## config.mk

```make
export PLATFORM = sky130hd
export DESIGN_NAME = oped_axil_arbiter
export DESIGN_NICKNAME = d
export VERILOG_FILES = /design/src/rtl/oped_axil_arbiter.sv
export SDC_FILE = /design/constraint.sdc
export NUM_CORES = 1
export LEC_CHECK = 0
export ABC_CLOCK_PERIOD_IN_PS = 4690
export BUFFER_PORTS_ARGS = -buffer_cell sky130_fd_sc_hd__buf_2
export CORE_AREA = 5 5 125 127
export DETAILED_ROUTE_END_ITERATION = 7
export DIE_AREA = 0 0 130 132
export GPL_ROUTABILITY_DRIVEN = 0
export HOLD_SLACK_MARGIN = 0.08
export PLACE_DENSITY = 0.69
export SETUP_SLACK_MARGIN = 0.05
export SKIP_LAST_GASP = 1
export SLEW_MARGIN = 10
export SYNTH_ARGS = -nofsm -noshare
export SYNTH_HDL_FRONTEND = slang
export SYNTH_SLANG_ARGS = --single-unit
```

## constraint.sdc

```tcl
create_clock -name ACLK -period 4.69 [get_ports ACLK]
set_input_delay 0.2345 -clock ACLK [delete_from_list [all_inputs] [get_ports ACLK]]
set_output_delay 0.2345 -clock ACLK [all_outputs]
set_load 0.01 [all_outputs]
```

## src/rtl/oped_axil_arbiter.sv

```systemverilog
// oped_axil_arbiter: round-robin share of one AXI4-Lite master between two requesters, one transaction in flight.
// Optional response watchdog enabled by defining OPED_AXIL_TIMEOUT_EN.
module oped_axil_arbiter #(
  parameter int unsigned TIMEOUT_CYCLES = 1024
) (
  input  logic        ACLK,
  input  logic        ARESET,
  input  logic [1:0]  REQ,
  input  logic [1:0]  REQ_WE,
  input  logic [63:0] REQ_ADDR,
  input  logic [63:0] REQ_WDATA,
  input  logic [7:0]  REQ_WSTRB,
  output logic [1:0]  ACK,
  output logic [31:0] ACK_RDATA,
  output logic [1:0]  ACK_RESP,
  output logic [1:0]  GRANT,
  output logic        TIMEOUT,
  output logic        M_AXI_AWVALID,
  input  logic        M_AXI_AWREADY,
  output logic [31:0] M_AXI_AWADDR,
  output logic [2:0]  M_AXI_AWPROT,
  output logic        M_AXI_WVALID,
  input  logic        M_AXI_WREADY,
  output logic [31:0] M_AXI_WDATA,
  output logic [3:0]  M_AXI_WSTRB,
  input  logic        M_AXI_BVALID,
  output logic        M_AXI_BREADY,
  input  logic [1:0]  M_AXI_BRESP,
  output logic        M_AXI_ARVALID,
  input  logic        M_AXI_ARREADY,
  output logic [31:0] M_AXI_ARADDR,
  output logic [2:0]  M_AXI_ARPROT,
  input  logic        M_AXI_RVALID,
  output logic        M_AXI_RREADY,
  input  logic [31:0] M_AXI_RDATA,
  input  logic [1:0]  M_AXI_RRESP
);
  typedef enum logic [1:0] {IDLE, ADDR, RESP, DONE} state_t;
  state_t state_q, state_d;
  logic        we_q, we_d, last_q, last_d, pick;
  logic [31:0] addr_q, addr_d, wdata_q, wdata_d, ack_rdata_q, ack_rdata_d;
  logic [3:0]  wstrb_q, wstrb_d;
  logic [1:0]  grant_q, grant_d, ack_q, ack_d, ack_resp_q, ack_resp_d;
  logic        awvalid_q, awvalid_d, wvalid_q, wvalid_d, arvalid_q, arvalid_d;
  logic        bready_q, bready_d, rready_q, rready_d;
`ifdef OPED_AXIL_TIMEOUT_EN
  logic [31:0] cnt_q, cnt_d;
  logic        timeout_q, timeout_d;
`endif
  always_comb begin
    state_d    = state_q;
    we_d       = we_q;
    last_d     = last_q;
    addr_d     = addr_q;
    wdata_d    = wdata_q;
    wstrb_d    = wstrb_q;
    grant_d    = grant_q;
    ack_d      = 2'b00;
    ack_rdata_d = ack_rdata_q;
    ack_resp_d = ack_resp_q;
    awvalid_d  = awvalid_q;
    wvalid_d   = wvalid_q;
    arvalid_d  = arvalid_q;
    bready_d   = bready_q;
    rready_d   = rready_q;
    // requester 1 wins when alone, or when both ask and 0 went last
    pick       = REQ[1] & (~REQ[0] | ~last_q);
`ifdef OPED_AXIL_TIMEOUT_EN
    cnt_d      = cnt_q;
    timeout_d  = timeout_q;
`endif
    if (state_q == IDLE) begin
      if (|REQ) begin
        we_d      = pick ? REQ_WE[1] : REQ_WE[0];
        addr_d    = pick ? REQ_ADDR[63:32] : REQ_ADDR[31:0];
        wdata_d   = pick ? REQ_WDATA[63:32] : REQ_WDATA[31:0];
        wstrb_d   = pick ? REQ_WSTRB[7:4] : REQ_WSTRB[3:0];
        grant_d   = pick ? 2'b10 : 2'b01;
        last_d    = pick;
        awvalid_d = we_d;
        wvalid_d  = we_d;
        arvalid_d = ~we_d;
        state_d   = ADDR;
`ifdef OPED_AXIL_TIMEOUT_EN
        cnt_d     = '0;
`endif
      end
    end else if (state_q == ADDR) begin
      if (we_q) begin
        awvalid_d = awvalid_q & ~M_AXI_AWREADY;
        wvalid_d  = wvalid_q & ~M_AXI_WREADY;
        if (!awvalid_d && !wvalid_d) begin
          bready_d = 1'b1;
          state_d  = RESP;
        end
      end else if (M_AXI_ARREADY) begin
        arvalid_d = 1'b0;
        rready_d  = 1'b1;
        state_d   = RESP;
      end
    end else if (state_q == RESP) begin
      if (we_q ? M_AXI_BVALID : M_AXI_RVALID) begin
        bready_d    = 1'b0;
        rready_d    = 1'b0;
        ack_d       = grant_q;
        ack_resp_d  = we_q ? M_AXI_BRESP : M_AXI_RRESP;
        ack_rdata_d = we_q ? 32'd0 : M_AXI_RDATA;
        state_d     = DONE;
      end
    end else begin
      grant_d = 2'b00;
      state_d = IDLE;
    end
`ifdef OPED_AXIL_TIMEOUT_EN
    if (state_q == ADDR || state_q == RESP) begin
      cnt_d = cnt_q + 32'd1;
      if (cnt_d == TIMEOUT_CYCLES && state_d != DONE) begin
        awvalid_d   = 1'b0;
        wvalid_d    = 1'b0;
        arvalid_d   = 1'b0;
        bready_d    = 1'b0;
        rready_d    = 1'b0;
        ack_d       = grant_q;
        ack_resp_d  = 2'b10;
        ack_rdata_d = 32'hDEAD_C0DE;
        timeout_d   = 1'b1;
        state_d     = DONE;
      end
    end
`endif
  end
  always_ff @(posedge ACLK) begin
    if (ARESET) begin
      state_q     <= IDLE;
      we_q        <= 1'b0;
      last_q      <= 1'b1;
      addr_q      <= '0;
      wdata_q     <= '0;
      wstrb_q     <= '0;
      grant_q     <= '0;
      ack_q       <= '0;
      ack_rdata_q <= '0;
      ack_resp_q  <= '0;
      awvalid_q   <= 1'b0;
      wvalid_q    <= 1'b0;
      arvalid_q   <= 1'b0;
      bready_q    <= 1'b0;
      rready_q    <= 1'b0;
`ifdef OPED_AXIL_TIMEOUT_EN
      cnt_q       <= '0;
      timeout_q   <= 1'b0;
`endif
    end else begin
      state_q     <= state_d;
      we_q        <= we_d;
      last_q      <= last_d;
      addr_q      <= addr_d;
      wdata_q     <= wdata_d;
      wstrb_q     <= wstrb_d;
      grant_q     <= grant_d;
      ack_q       <= ack_d;
      ack_rdata_q <= ack_rdata_d;
      ack_resp_q  <= ack_resp_d;
      awvalid_q   <= awvalid_d;
      wvalid_q    <= wvalid_d;
      arvalid_q   <= arvalid_d;
      bready_q    <= bready_d;
      rready_q    <= rready_d;
`ifdef OPED_AXIL_TIMEOUT_EN
      cnt_q       <= cnt_d;
      timeout_q   <= timeout_d;
`endif
    end
  end
`ifdef OPED_AXIL_TIMEOUT_EN
  assign TIMEOUT = timeout_q;
`else
  logic unused_tmo;
  assign unused_tmo = ^TIMEOUT_CYCLES;
  assign TIMEOUT = 1'b0;
`endif
  assign ACK           = ack_q;
  assign ACK_RDATA     = ack_rdata_q;
  assign ACK_RESP      = ack_resp_q;
  assign GRANT         = grant_q;
  assign M_AXI_AWVALID = awvalid_q;
  assign M_AXI_AWADDR  = addr_q;
  assign M_AXI_AWPROT  = 3'b000;
  assign M_AXI_WVALID  = wvalid_q;
  assign M_AXI_WDATA   = wdata_q;
  assign M_AXI_WSTRB   = wstrb_q;
  assign M_AXI_BREADY  = bready_q;
  assign M_AXI_ARVALID = arvalid_q;
  assign M_AXI_ARADDR  = addr_q;
  assign M_AXI_ARPROT  = 3'b000;
  assign M_AXI_RREADY  = rready_q;
endmodule

```

# Word level (Yosys, flattened, before mapping)
# Cells that the tools add are included.
# op_classes
eq_ne	13
muxes	40
n_bitwise	13
n_reduce_logical	19
# op_table
operator	count
$mux 32	3
$mux 2	14
$mux 1	22
$reduce_and 4->1	3
$ne 2x2->1 const B	5
$reduce_and 5->1	2
$reduce_bool 2->1	5
$not 1->1	9
$ne 4x3->1 const B	2
$ne 2x1->1 const B	3
$reduce_and 3->1	2
$reduce_or 5->1	1
$mux 4	1
$ne 4x4->1 const B	1
$and 1x1->1	3
$eq 2x1->1 const B	1
$eq 2x2->1 const B	1
$logic_not 1->1	2
$logic_not 2->1	1
$reduce_and 2->1	1
$reduce_or 2->1	1
$logic_and 1x1->1	1
$or 1x1->1	1
# word_totals
in_bits	183
regBits	115
wordCells	100

# Depth between registers and ports, before layout
# Gate-level depths: netlist of run 1.
# depth
ltp_word	8
ltp_mapped	8
ltp_nobuf	6

# Worst setup path after synthesis of run 1
# No wires, ideal clock.
# synth_path
path_kind	register to register
startpoint	reg state_q[0]
endpoint	reg awvalid_q, in the netlist M_AXI_AWVALID
synth_period_minus_slack_ns	1.743
slack_ns	2.947
path_buffers	1
path_stages_with_launch	8
required_time_ns	4.620
t_arrival_ns	1.673
path_cell_list	dfxtp_1 inv_1 ha_1 buf_2 nor3b_1 a211o_1 or3b_1 a21oi_1
# synth_via
elab_chain_len	3
# synth_rtl
item	line	source
start: declaration	39	state_t state_q, state_d;
start signal: assignment	154	state_q <= state_d;
$eq 2x1->1 / $logic_not 2->1 (equally long branches)	88, 72	
$reduce_bool 2->1 (no source line) / $ne 2x1->1 (equally long branches)	-	
$reduce_and 3->1 (no source line)	-	
end signal: assignment	164	awvalid_q <= awvalid_d;
end: declaration	44	logic awvalid_q, awvalid_d, wvalid_q, wvalid_d, arvalid_q, arvalid_d;
# Parallel ways exist; a longest one is shown, timed or not.
# A chain may end at the register's enable or synchronous reset.

# Worst setup path after layout of run 1
# layout_path
startpoint	reg state_q[1]
endpoint	reg addr_q[6], in the netlist M_AXI_ARADDR[6]
# layout_via
elab_chain_len	2
# layout_rtl
item	line	source
$logic_not 2->1	72	if (state_q == IDLE) begin
$reduce_and 2->1 (no source line)	-	
end signal: assignment	157	addr_q <= addr_d;
end: declaration	41	logic [31:0] addr_q, addr_d, wdata_q, wdata_d, ack_rdata_q, ack_rdata_d;
# No other way between the ends.

==> flow_summary.yaml, run 1 <==
outcome:
  status: "complete, no violations"
cts:
  clock_sinks: 115
  cts_root_buffer: "clkbuf_16"
  clock_latency_ps: 400
  numCtsBuffers: 17
  cts_buffer_depth: 2
  htree_levels: 4
  clk_pin_slew_ps: 60
  cts_tree: "yes"
global_route:
  grt_overflow_total: 0
  grt_pass1_wl_um: 24400
  grt_pass1_vias: 4965
  grt_usage_pct: 17.6
  antenna_found_initial: 0
  grt_start_max_net_pins: 65
yosys:
  ys.flop_type: "dfxtp_1"
  synthCells: 558
  synth_seq_cells: 115
  synth_edf_count: 0
  synthesis.area_mm2: 0.00506
  synth.avg_cell_area_um2: 9.07
  synth_cell_types: 40
  yosysSeqAreaShare_pct: 45.5
  ys_warn_count: 0
  synthArstFlopShare_pct: 0
route:
  via_per_inst: 4.85
  final_antenna_net_count: 0
  post_drt_wl_per_cell_um: 14.9
  drc: 0
  first_iter_violations: 309
  dr_total_vias: 5212
  first_pass_iters: 7
  routed_wirelength_um: 16000
power:
  p_leak_nw: 3.66
  peakVddDrop_uv: 255
  p_sw_share_pct: 33.5
  p_switching_mw: 1.39
  p_int_mw: 2.75
  comb_power_share_pct: 34.7
  p_seq_share_pct: 32.9
  p_per_area_mw_per_mm2: 543
  pwr-share-clk_pct: 32.4
sta:
  hold-worst-slack_ps: 104
  fmax_mhz: 334
  rsz0062_at_grt: "no"
  slew_viol_final: 0
  tightest_slew_ps: 1190
  fin_skew_ps: 9.37
  fin_crit_sh_pct: 63.9
  slew-limit-headroom_pct: 21.0
  hold_viol_final: 0
  min_period_ps: 3000
  setup_viol: 0
  setup_tns_ps: 0
critical_path:
  cp-start-kind: "flip-flop"
  cp-end-kind: "flip-flop"
  critPathMaxFanout: 28
  required_ps: 5020
  crit_type: "reg -> reg"
  arrival_ps: 3330
floorplan:
  rows: 44
  io_pins: 333
  die_area_mm2: 0.0172
  die_w_um: 130
  start_util_pct: 35.4
  dieHeight_um: 132
  core_area_mm2: 0.0143
layout:
  stdcell_count: 1074
  diodes: 0
  drive_above_1_share_pct: 40.8
  final_nets: 1068
  fill_cells: 1393
  final_util_pct: 53.3
  syn_to_final_growth_pct: 50.7
place:
  dp_hpwl_um: 11500
  portBuffers: 325
  place_inst: 993
worst_hold_path:
  min_path_type: "in -> reg"
job:
  cap_violations: 0
critical path, cell delays in order, from the launching register on:
cell           delay (ps)
dfxtp_1               320
inv_1                 150
ha_1                  380
inv_1                 220
nor3_4                910
a222oi_1              210
dlygate4sd3_1         640
nor2_1                 80
Yosys cell counts, types with 2 or more instances:
cell,number,area share (%)
dfxtp_1,115,45
nor2_1,79,5.9
a211oi_1,45,6.7
mux2i_1,45,8.9
buf_4,43,6.4
nand2_1,38,2.8
a21oi_1,37,3.7
nand3_1,34,3.4
a222oi_1,28,5.5
clkbuf_1,22,1.6
buf_2,18,1.8
inv_1,7,0.52
ha_1,6,1.5
nand2b_1,4,0.49
nor3b_1,4,0.59
o21ai_0,4,0.40
and2_1,3,0.37
a211o_1,2,0.35
a41o_1,2,0.40
nor2b_1,2,0.25
final timing paths:
check | start | end | slack [ps] | cells past startpoint
max | state_q[1] | M_AXI_ARADDR[6] | 1690 | 7
min | REQ_ADDR[7] | M_AXI_ARADDR[7] | 100 | 3
max reg2reg | state_q[1] | M_AXI_ARADDR[6] | 1690 | 7
min reg2reg | ACK_RDATA[19] | ACK_RDATA[19] | 450 | 2
state kept, by name (all words and copies together), names as in the netlist:
name,count
GRANT,2
ACK,2
M_AXI_ARVALID,1
M_AXI_WDATA,32
last_q,1
ACK_RDATA,32
M_AXI_BREADY,1
M_AXI_ARADDR,32
M_AXI_WSTRB,4
ACK_RESP,2
M_AXI_AWVALID,1
M_AXI_RREADY,1
state_q,2
M_AXI_WVALID,1
we_q,1
layout by cell type, fill, tap and decap left out, types with 2 or more instances in the layout:
cell | synthesis | layout
ha_1 | 6 | 6
inv_1 | 7 | 7
clkbuf_1 | 22 | 2
nor2b_1 | 2 | 2
nor2_1 | 79 | 79
nand2_1 | 38 | 38
a211o_1 | 2 | 2
a41o_1 | 2 | 2
clkbuf_16 | 0 | 17
nand3_1 | 34 | 34
mux2i_1 | 45 | 45
nor3b_1 | 4 | 4
clkbuf_8 | 0 | 2
conb_1 | 1 | 7
dfxtp_1 | 115 | 115
nor3_4 | 1 | 2
bufinv_16 | 0 | 4
a21oi_1 | 37 | 37
a211oi_1 | 45 | 45
buf_4 | 43 | 5
and2_1 | 3 | 3
buf_2 | 18 | 324
nand2b_1 | 4 | 4
a222oi_1 | 28 | 28
o21ai_0 | 4 | 4
dlygate4sd3_1 | 0 | 51
clkinv_4 | 0 | 2
clkinv_2 | 0 | 2
power groups by stage:
stage | Combinational (mW) | Sequential (mW) | Clock, mW
CTS | 1.44 | 1.36 | 1.38
finish | 1.44 | 1.36 | 1.34
global placement | 1.33 | 1.38 | 0
global route | 1.59 | 1.40 | 1.42
detailed placement | 1.34 | 1.38 | 0
floorplan | 0.828 | 1.47 | 0
cells by family after synthesis:
group                      after synthesis  share of synthesized area [%]
AOI/OAI and AO/OA                      127                           18.4
other                                    1                         0.0741
buffers and inverters                   92                           10.5
muxes                                   46                           9.17
DFF                                    115                           45.5
and+or+nand+nor                        171                           14.9
adders and majority gates                6                           1.48
area by class of cell:
cell class,count,area [µm²],area share (%)
Sequential cell,115,2300,30.2
Multi-Input combinational cell,357,2280,29.9
Timing Repair Buffer,380,2170,28.4
Clock buffer,21,460,6.04
Tap cell,184,230,3.02
Clock inverter,9,155,2.03
Inverter,8,30.0,0.394
through the flow:
step | power (mW) | setup slack (ps) | area, µm²
CTS | 4.19 | 1730 | 7630
global route | 4.40 | 1420 | 7630
finish | 4.14 | 1690 | 7630
floorplan | 2.30 | 2950 | 5080
global placement | 2.71 | 2160 | 6500
detailed placement | 2.72 | 2160 | 6500
metal layers:
layer / up-vias / GRT usage, % / part of all wire, %
met4: 0 / 6.52 / 2.2
met3: 22 / 5.15 / 8.9
li1: 2612 / - / -
met1: 2347 / 20.8 / 40
met2: 231 / 29.9 / 49
met5: - / 0 / 0
timing repair:
action | CTS | global route
resized for setup | 0 | 0
endpoints found under the hold margin | 35 | 0
buffers inserted | 0 | 0
hold buffers | 51 | 0
No activity file was read; power rests on OpenSTA's default activity.
==> inputs of run 2 (changes only) <==
- ABC_AREA: unset -> 1
- ABC_CLOCK_PERIOD_IN_PS: 4690 -> 3030
- CORE_AREA: 5 5 125 127 -> 5 5 126 128
- DIE_AREA: 0 0 130 132 -> 0 0 131 133
- clock period: 4.69 -> 3.03 ns (I/O delays scaled with it)
==> flow_summary.yaml, run 2 <==
floorplan:
  io_pins: 333
  core_area_mm2: 0.0148
  dieHeight_um: 133
  start_util_pct: 34.9
  die_w_um: 131
  die_area_mm2: 0.0174
  rows: 45
critical_path:
  crit_chain: "inv_1 -> ha_1 -> o21ai_2 -> inv_2 -> buf_4 -> o21ai_0 -> a31oi_1 -> dlygate4sd3_1"
  cp-end-kind: "flip-flop"
  r2r_start: "state_q[0]"
  crit_type: "reg -> reg"
  path_delay_family: "buffers and inverters"
  cp.depth: 8
  cp_slowest_cell: "dlygate4sd3_1"
  required_ps: 3380
  reg2reg_slack_ps: 440
  cpPeakStageDelay_ps: 580
  r2r-end: "M_AXI_WDATA[16]"
  cp_num_buf_inv: 4
  arrival_ps: 2940
  critPathMaxFanout: 31
  reg2reg_depth: 8
  cp-start-kind: "flip-flop"
yosys:
  synth_seq_cells: 115
  synthesis.area_mm2: 0.00514
  synth.avg_cell_area_um2: 7.35
  yosysSeqAreaShare_pct: 44.8
  synth_area_leaders: "dfxtp_1 (45%), nand2_1 (18%), a31oi_1 (8.3%), buf_4 (5.8%), a21oi_1 (4.3%)"
  synth_edf_count: 0
  ys.flop_type: "dfxtp_1"
  synthCells: 700
  synth_top_cell_by_area: "dfxtp_1"
  synth_cell_types: 24
  ys_warn_count: 0
  synth_top_area_share_pct: 44.8
  synth_most_common_cell: "nand2_1"
  synthArstFlopShare_pct: 0
  synth_common_cells: "nand2_1 (240), dfxtp_1 (115), a31oi_1 (68)"
global_route:
  grt_overflow_total: 0
  grt_pass1_vias: 6528
  grt_start_max_net_pins: 50
  grt_pass1_wl_um: 31800
  grt_usage_pct: 22.9
  antenna_found_initial: 0
route:
  post_drt_wl_per_cell_um: 15.2
  via_per_inst: 4.84
  routed_wirelength_um: 20500
  first_iter_violations: 262
  dr_total_vias: 6509
  final_antenna_net_count: 0
  drc: 0
  first_pass_iters: 5
sta:
  setup_ws_ps: 440
  fmax_mhz: 386
  rsz0062_at_grt: "no"
  setup_tns_ps: 0
  tightest_slew_ps: 700
  slew_viol_final: 0
  setup_viol: 0
  fin_skew_ps: 11.5
  fin_crit_sh_pct: 85.5
  hold-worst-slack_ps: 127
  hold_viol_final: 0
  min_period_ps: 2590
  slew-limit-headroom_pct: 53.2
cts:
  post-cts-setup-buffers: 0
  htree_levels: 4
  cts_tree: "yes"
  clock_latency_ps: 410
  clock_sinks: 115
  numCtsBuffers: 17
  cts_buffer_depth: 2
  cts_root_buffer: "clkbuf_16"
  clk_pin_slew_ps: 60
place:
  dp_hpwl_um: 12900
  portBuffers: 325
  place_area_mm2: 0.00655
  dpl_worst_slack_ps: 746
layout:
  drive_above_1_share_pct: 32.5
  fill_cells: 1280
  diodes: 0
  syn_to_final_growth_pct: 72.0
  mostFrequentLayoutCell: "buf_2"
  final_cell_mix: "buf_2 (325), nand2_1 (240), dlygate4sd3_1 (172)"
  final_util_pct: 60.0
  final_nets: 1334
  final_cell_area_mm2: 0.00885
power:
  peakVddDrop_uv: 460
  p_per_area_mw_per_mm2: 761
  p_leak_nw: 4.40
outcome:
  status: "complete, no violations"
worst_hold_path:
  min_delay_path_depth: 6
  whs_endpoint: "M_AXI_WVALID"
  hp-start: "M_AXI_WREADY"
  min_path_type: "in -> reg"
job:
  cap_violations: 0
-- run 2: final cells by class --
type	instances	area, µm²	area share, %
well taps	188	235	2.66
clock inverters	14	129	1.46
flip-flops and latches	115	2300	26.0
multi-input cells	480	2230	25.2
clock buffers	18	439	4.96
repair buffers	506	3420	38.6
inverters	25	96.3	1.09
-- run 2: how the worst max path moves through the flow --
stage | start | endpoint
6_report | state_q[0] | M_AXI_WDATA[16]
5_1_grt | state_q[1] | M_AXI_WDATA[16]
4_1_cts | state_q[0] | M_AXI_ARADDR[24]
3_5_place_dp | state_q[0] | M_AXI_ARADDR[24]
3_3_place_gp | state_q[0] | M_AXI_ARADDR[23]
2_1_floorplan | state_q[0] | ACK_RESP[0]
-- run 2: through the flow --
stage	std cells	power, mW
2_1_floorplan	706	3.61
3_3_place_gp	1142	4.32
3_5_place_dp	1142	4.33
4_1_cts	1346	6.74
5_1_grt	1346	7.19
6_report	1346	6.74
-- run 2: kinds of logic (layout without fill, tap and decap cells) --
| family | after synthesis | in the layout | share of synthesized area (%) |
|---|---|---|---|
| AND/OR/NAND/NOR | 310 | 310 | 24.0 |
| AO/OA/AOI/OAI | 157 | 157 | 17.2 |
| flip-flops | 115 | 115 | 44.8 |
| buffers and inverters | 111 | 563 | 12.5 |
| adder cells (fa/ha/maj) | 6 | 6 | 1.46 |
| other | 1 | 7 | 0.0729 |
-- run 2: metal layers --
metal | share of wire, % | GRT usage [%] | vias up
li1 | - | - | 3175
met1 | 36 | 25.1 | 2946
met2 | 49 | 39.4 | 341
met3 | 12 | 8.20 | 47
met4 | 3.0 | 9.94 | 0
met5 | 0 | 0 | -
-- run 2: power by group --
| part | switching (mW) | total, mW | internal [mW] | leakage [nW] |
|---|---|---|---|---|
| sequential | 0.241 | 2.12 | 1.88 | 0.944 |
| clock | 0.755 | 1.91 | 1.16 | 0.273 |
| combinational | 1.50 | 2.70 | 1.21 | 3.19 |
| total | 2.49 | 6.74 | 4.24 | 4.40 |
-- run 2: worst reg2reg max path: cells and delay by family, from the launching register on --
kind,cells,cell delay [ps]
AOI/OAI and AO/OA,3,490
adders and majority gates,1,270
DFF,1,340
buffers and inverters,4,1440
-- run 2: timing repair --
item                                    CTS  global route
hold buffers                            172             0
endpoints found under the setup margin    0             4
endpoints found under the hold margin   102             0
resized for setup                         0             1
==> inputs of run 3 (changes only) <==
- CORE_AREA: 5 5 126 128 -> 5 5 125 127
- CTS_BUF_LIST: unset -> sky130_fd_sc_hd__clkbuf_2
- DIE_AREA: 0 0 131 133 -> 0 0 130 132
- PLACE_DENSITY: 0.69 -> 0.7
- SKIP_CTS_REPAIR_TIMING: unset -> 1
==> flow_summary.yaml, run 3 (synthesis results as in run 2) <==
layout:
  regArea_mm2: 0.00230
  syn_to_final_growth_pct: 75.7
  final_nets: 1385
  drive_above_1_share_pct: 31.2
  final_cell_area_mm2: 0.00904
  fill_cells: 1192
  final_cell_mix: "buf_2 (325), nand2_1 (240), dlygate4sd3_1 (222)"
  final_util_pct: 63.2
  mostFrequentLayoutCell: "buf_2"
  multi_input_area_mm2: 0.00222
cts:
  clock_sinks: 115
  numCtsBuffers: 17
  cts_buffer_depth: 2
  clock_latency_ps: 700
  htree_levels: 4
  cts_tree: "yes"
  cts_root_buffer: "clkbuf_2"
  clk_pin_slew_ps: 230
critical_path:
  critPathMaxFanout: 9
  cp-end-kind: "flip-flop"
  crit_type: "reg -> reg"
  arrival_ps: 3450
  r2r-end: "M_AXI_ARADDR[21]"
  reg2reg_slack_ps: 200
  r2r_start: "state_q[0]"
  cp-start-kind: "flip-flop"
  reg2reg_depth: 8
  required_ps: 3650
route:
  drc: 0
  routed_wirelength_um: 22300
  dr_total_vias: 6929
  first_iter_violations: 336
  via_per_inst: 4.97
  final_antenna_net_count: 0
  first_pass_iters: 5
  post_drt_wl_per_cell_um: 16.0
floorplan:
  io_pins: 333
  core_area_mm2: 0.0143
  start_util_pct: 35.9
  dieHeight_um: 132
  die_w_um: 130
  rows: 44
  die_area_mm2: 0.0172
place:
  dp_hpwl_um: 12800
  dpl_worst_slack_ps: 903
  portBuffers: 325
  place_area_mm2: 0.00656
global_route:
  grt_overflow_total: 0
  antenna_found_initial: 2
  grt_usage_pct: 19.4
  grt_start_max_net_pins: 67
  grt_pass1_vias: 5308
  met2_usage_pct: 32.5
  top_usage_layer: "met2"
  grt_use_met3_pct: 8.23
  grtUsageMet1_pct: 21.7
  grt_pass1_wl_um: 26400
worst_hold_path:
  whs_endpoint: "ACK_RDATA[15]"
  min_path_type: "in -> reg"
  hp-start: "M_AXI_RDATA[15]"
  min_delay_path_depth: 4
power:
  p_switching_mw: 2.50
  peakVddDrop_uv: 339
  comb_power_share_pct: 47.4
  p_int_mw: 3.62
  pwr-share-clk_pct: 17.9
  p_seq_share_pct: 34.7
  p_leak_nw: 4.46
  p_sw_share_pct: 40.8
  p_per_area_mw_per_mm2: 676
sta:
  min_period_ps: 2830
  fin_skew_ps: 44.6
  slew_viol_final: 0
  hold_viol_final: 0
  rsz0062_at_grt: "no"
  fmax_mhz: 353
  tightest_slew_ps: 736
  setup_tns_ps: 0
  fin_crit_sh_pct: 93.5
  slew-limit-headroom_pct: 50.9
  setup_ws_ps: 197
  setup_viol: 0
job:
  cap_violations: 0
outcome:
  status: "complete, no violations"
[run 3: power groups by stage]
stage               clock network [mW]  logic (mW)  registers (mW)
global route                      1.19        3.18            2.17
floorplan                            0        1.35            2.26
detailed placement                   0        2.18            2.13
global placement                     0        2.18            2.12
finish                            1.09        2.90            2.12
CTS                               1.13        2.19            2.11
[run 3: layout make-up]
cell class	count	share of cell area, %
Multi-Input combinational cell	480	24.6
Antenna cell	2	0.0554
Timing Repair Buffer	557	43.4
Tap cell	184	2.55
Sequential cell	115	25.5
Clock inverter	15	1.91
Clock buffer	17	0.941
Inverter	25	1.07
[run 3: metal layers]
layer / up-vias / part of all wire (%) / routed length, µm
met5: - / 0 / 0
met4: 0 / 2.9 / 655
met3: 58 / 11 / 2360
met2: 425 / 50 / 11100
met1: 3168 / 37 / 8170
li1: 3278 / - / -
[run 3: through the flow]
stage,power [mW],std cells,hold slack (ps)
after detailed placement,4.32,1139,416
after CTS,5.43,1171,-431
final,6.11,1395,248
after global placement,4.30,1139,410
after floorplan,3.61,706,303
after global routing,6.53,1395,170
[run 3: worst max-delay path: stages (launching register included)]
cell and delay (ps):
dfxtp_1 370, inv_1 130, ha_1 300, o21ai_2 120, nor2_2 430, nand2_1 130
dlygate4sd3_1 600, a31oi_1 130, dlygate4sd3_1 570
[run 3: worst max path at each step]
stage / start / endpoint / slack (ps) / depth (start not counted)
floorplan: state_q[0] / ACK_RESP[0] / 1380 / 9
global placement: state_q[0] / ACK_RDATA[10] / 960 / 8
detailed placement: state_q[0] / ACK_RDATA[26] / 900 / 8
CTS: state_q[0] / ACK_RDATA[12] / 900 / 8
global route: state_q[0] / M_AXI_ARADDR[21] / 40 / 8
finish: state_q[0] / M_AXI_ARADDR[21] / 200 / 8
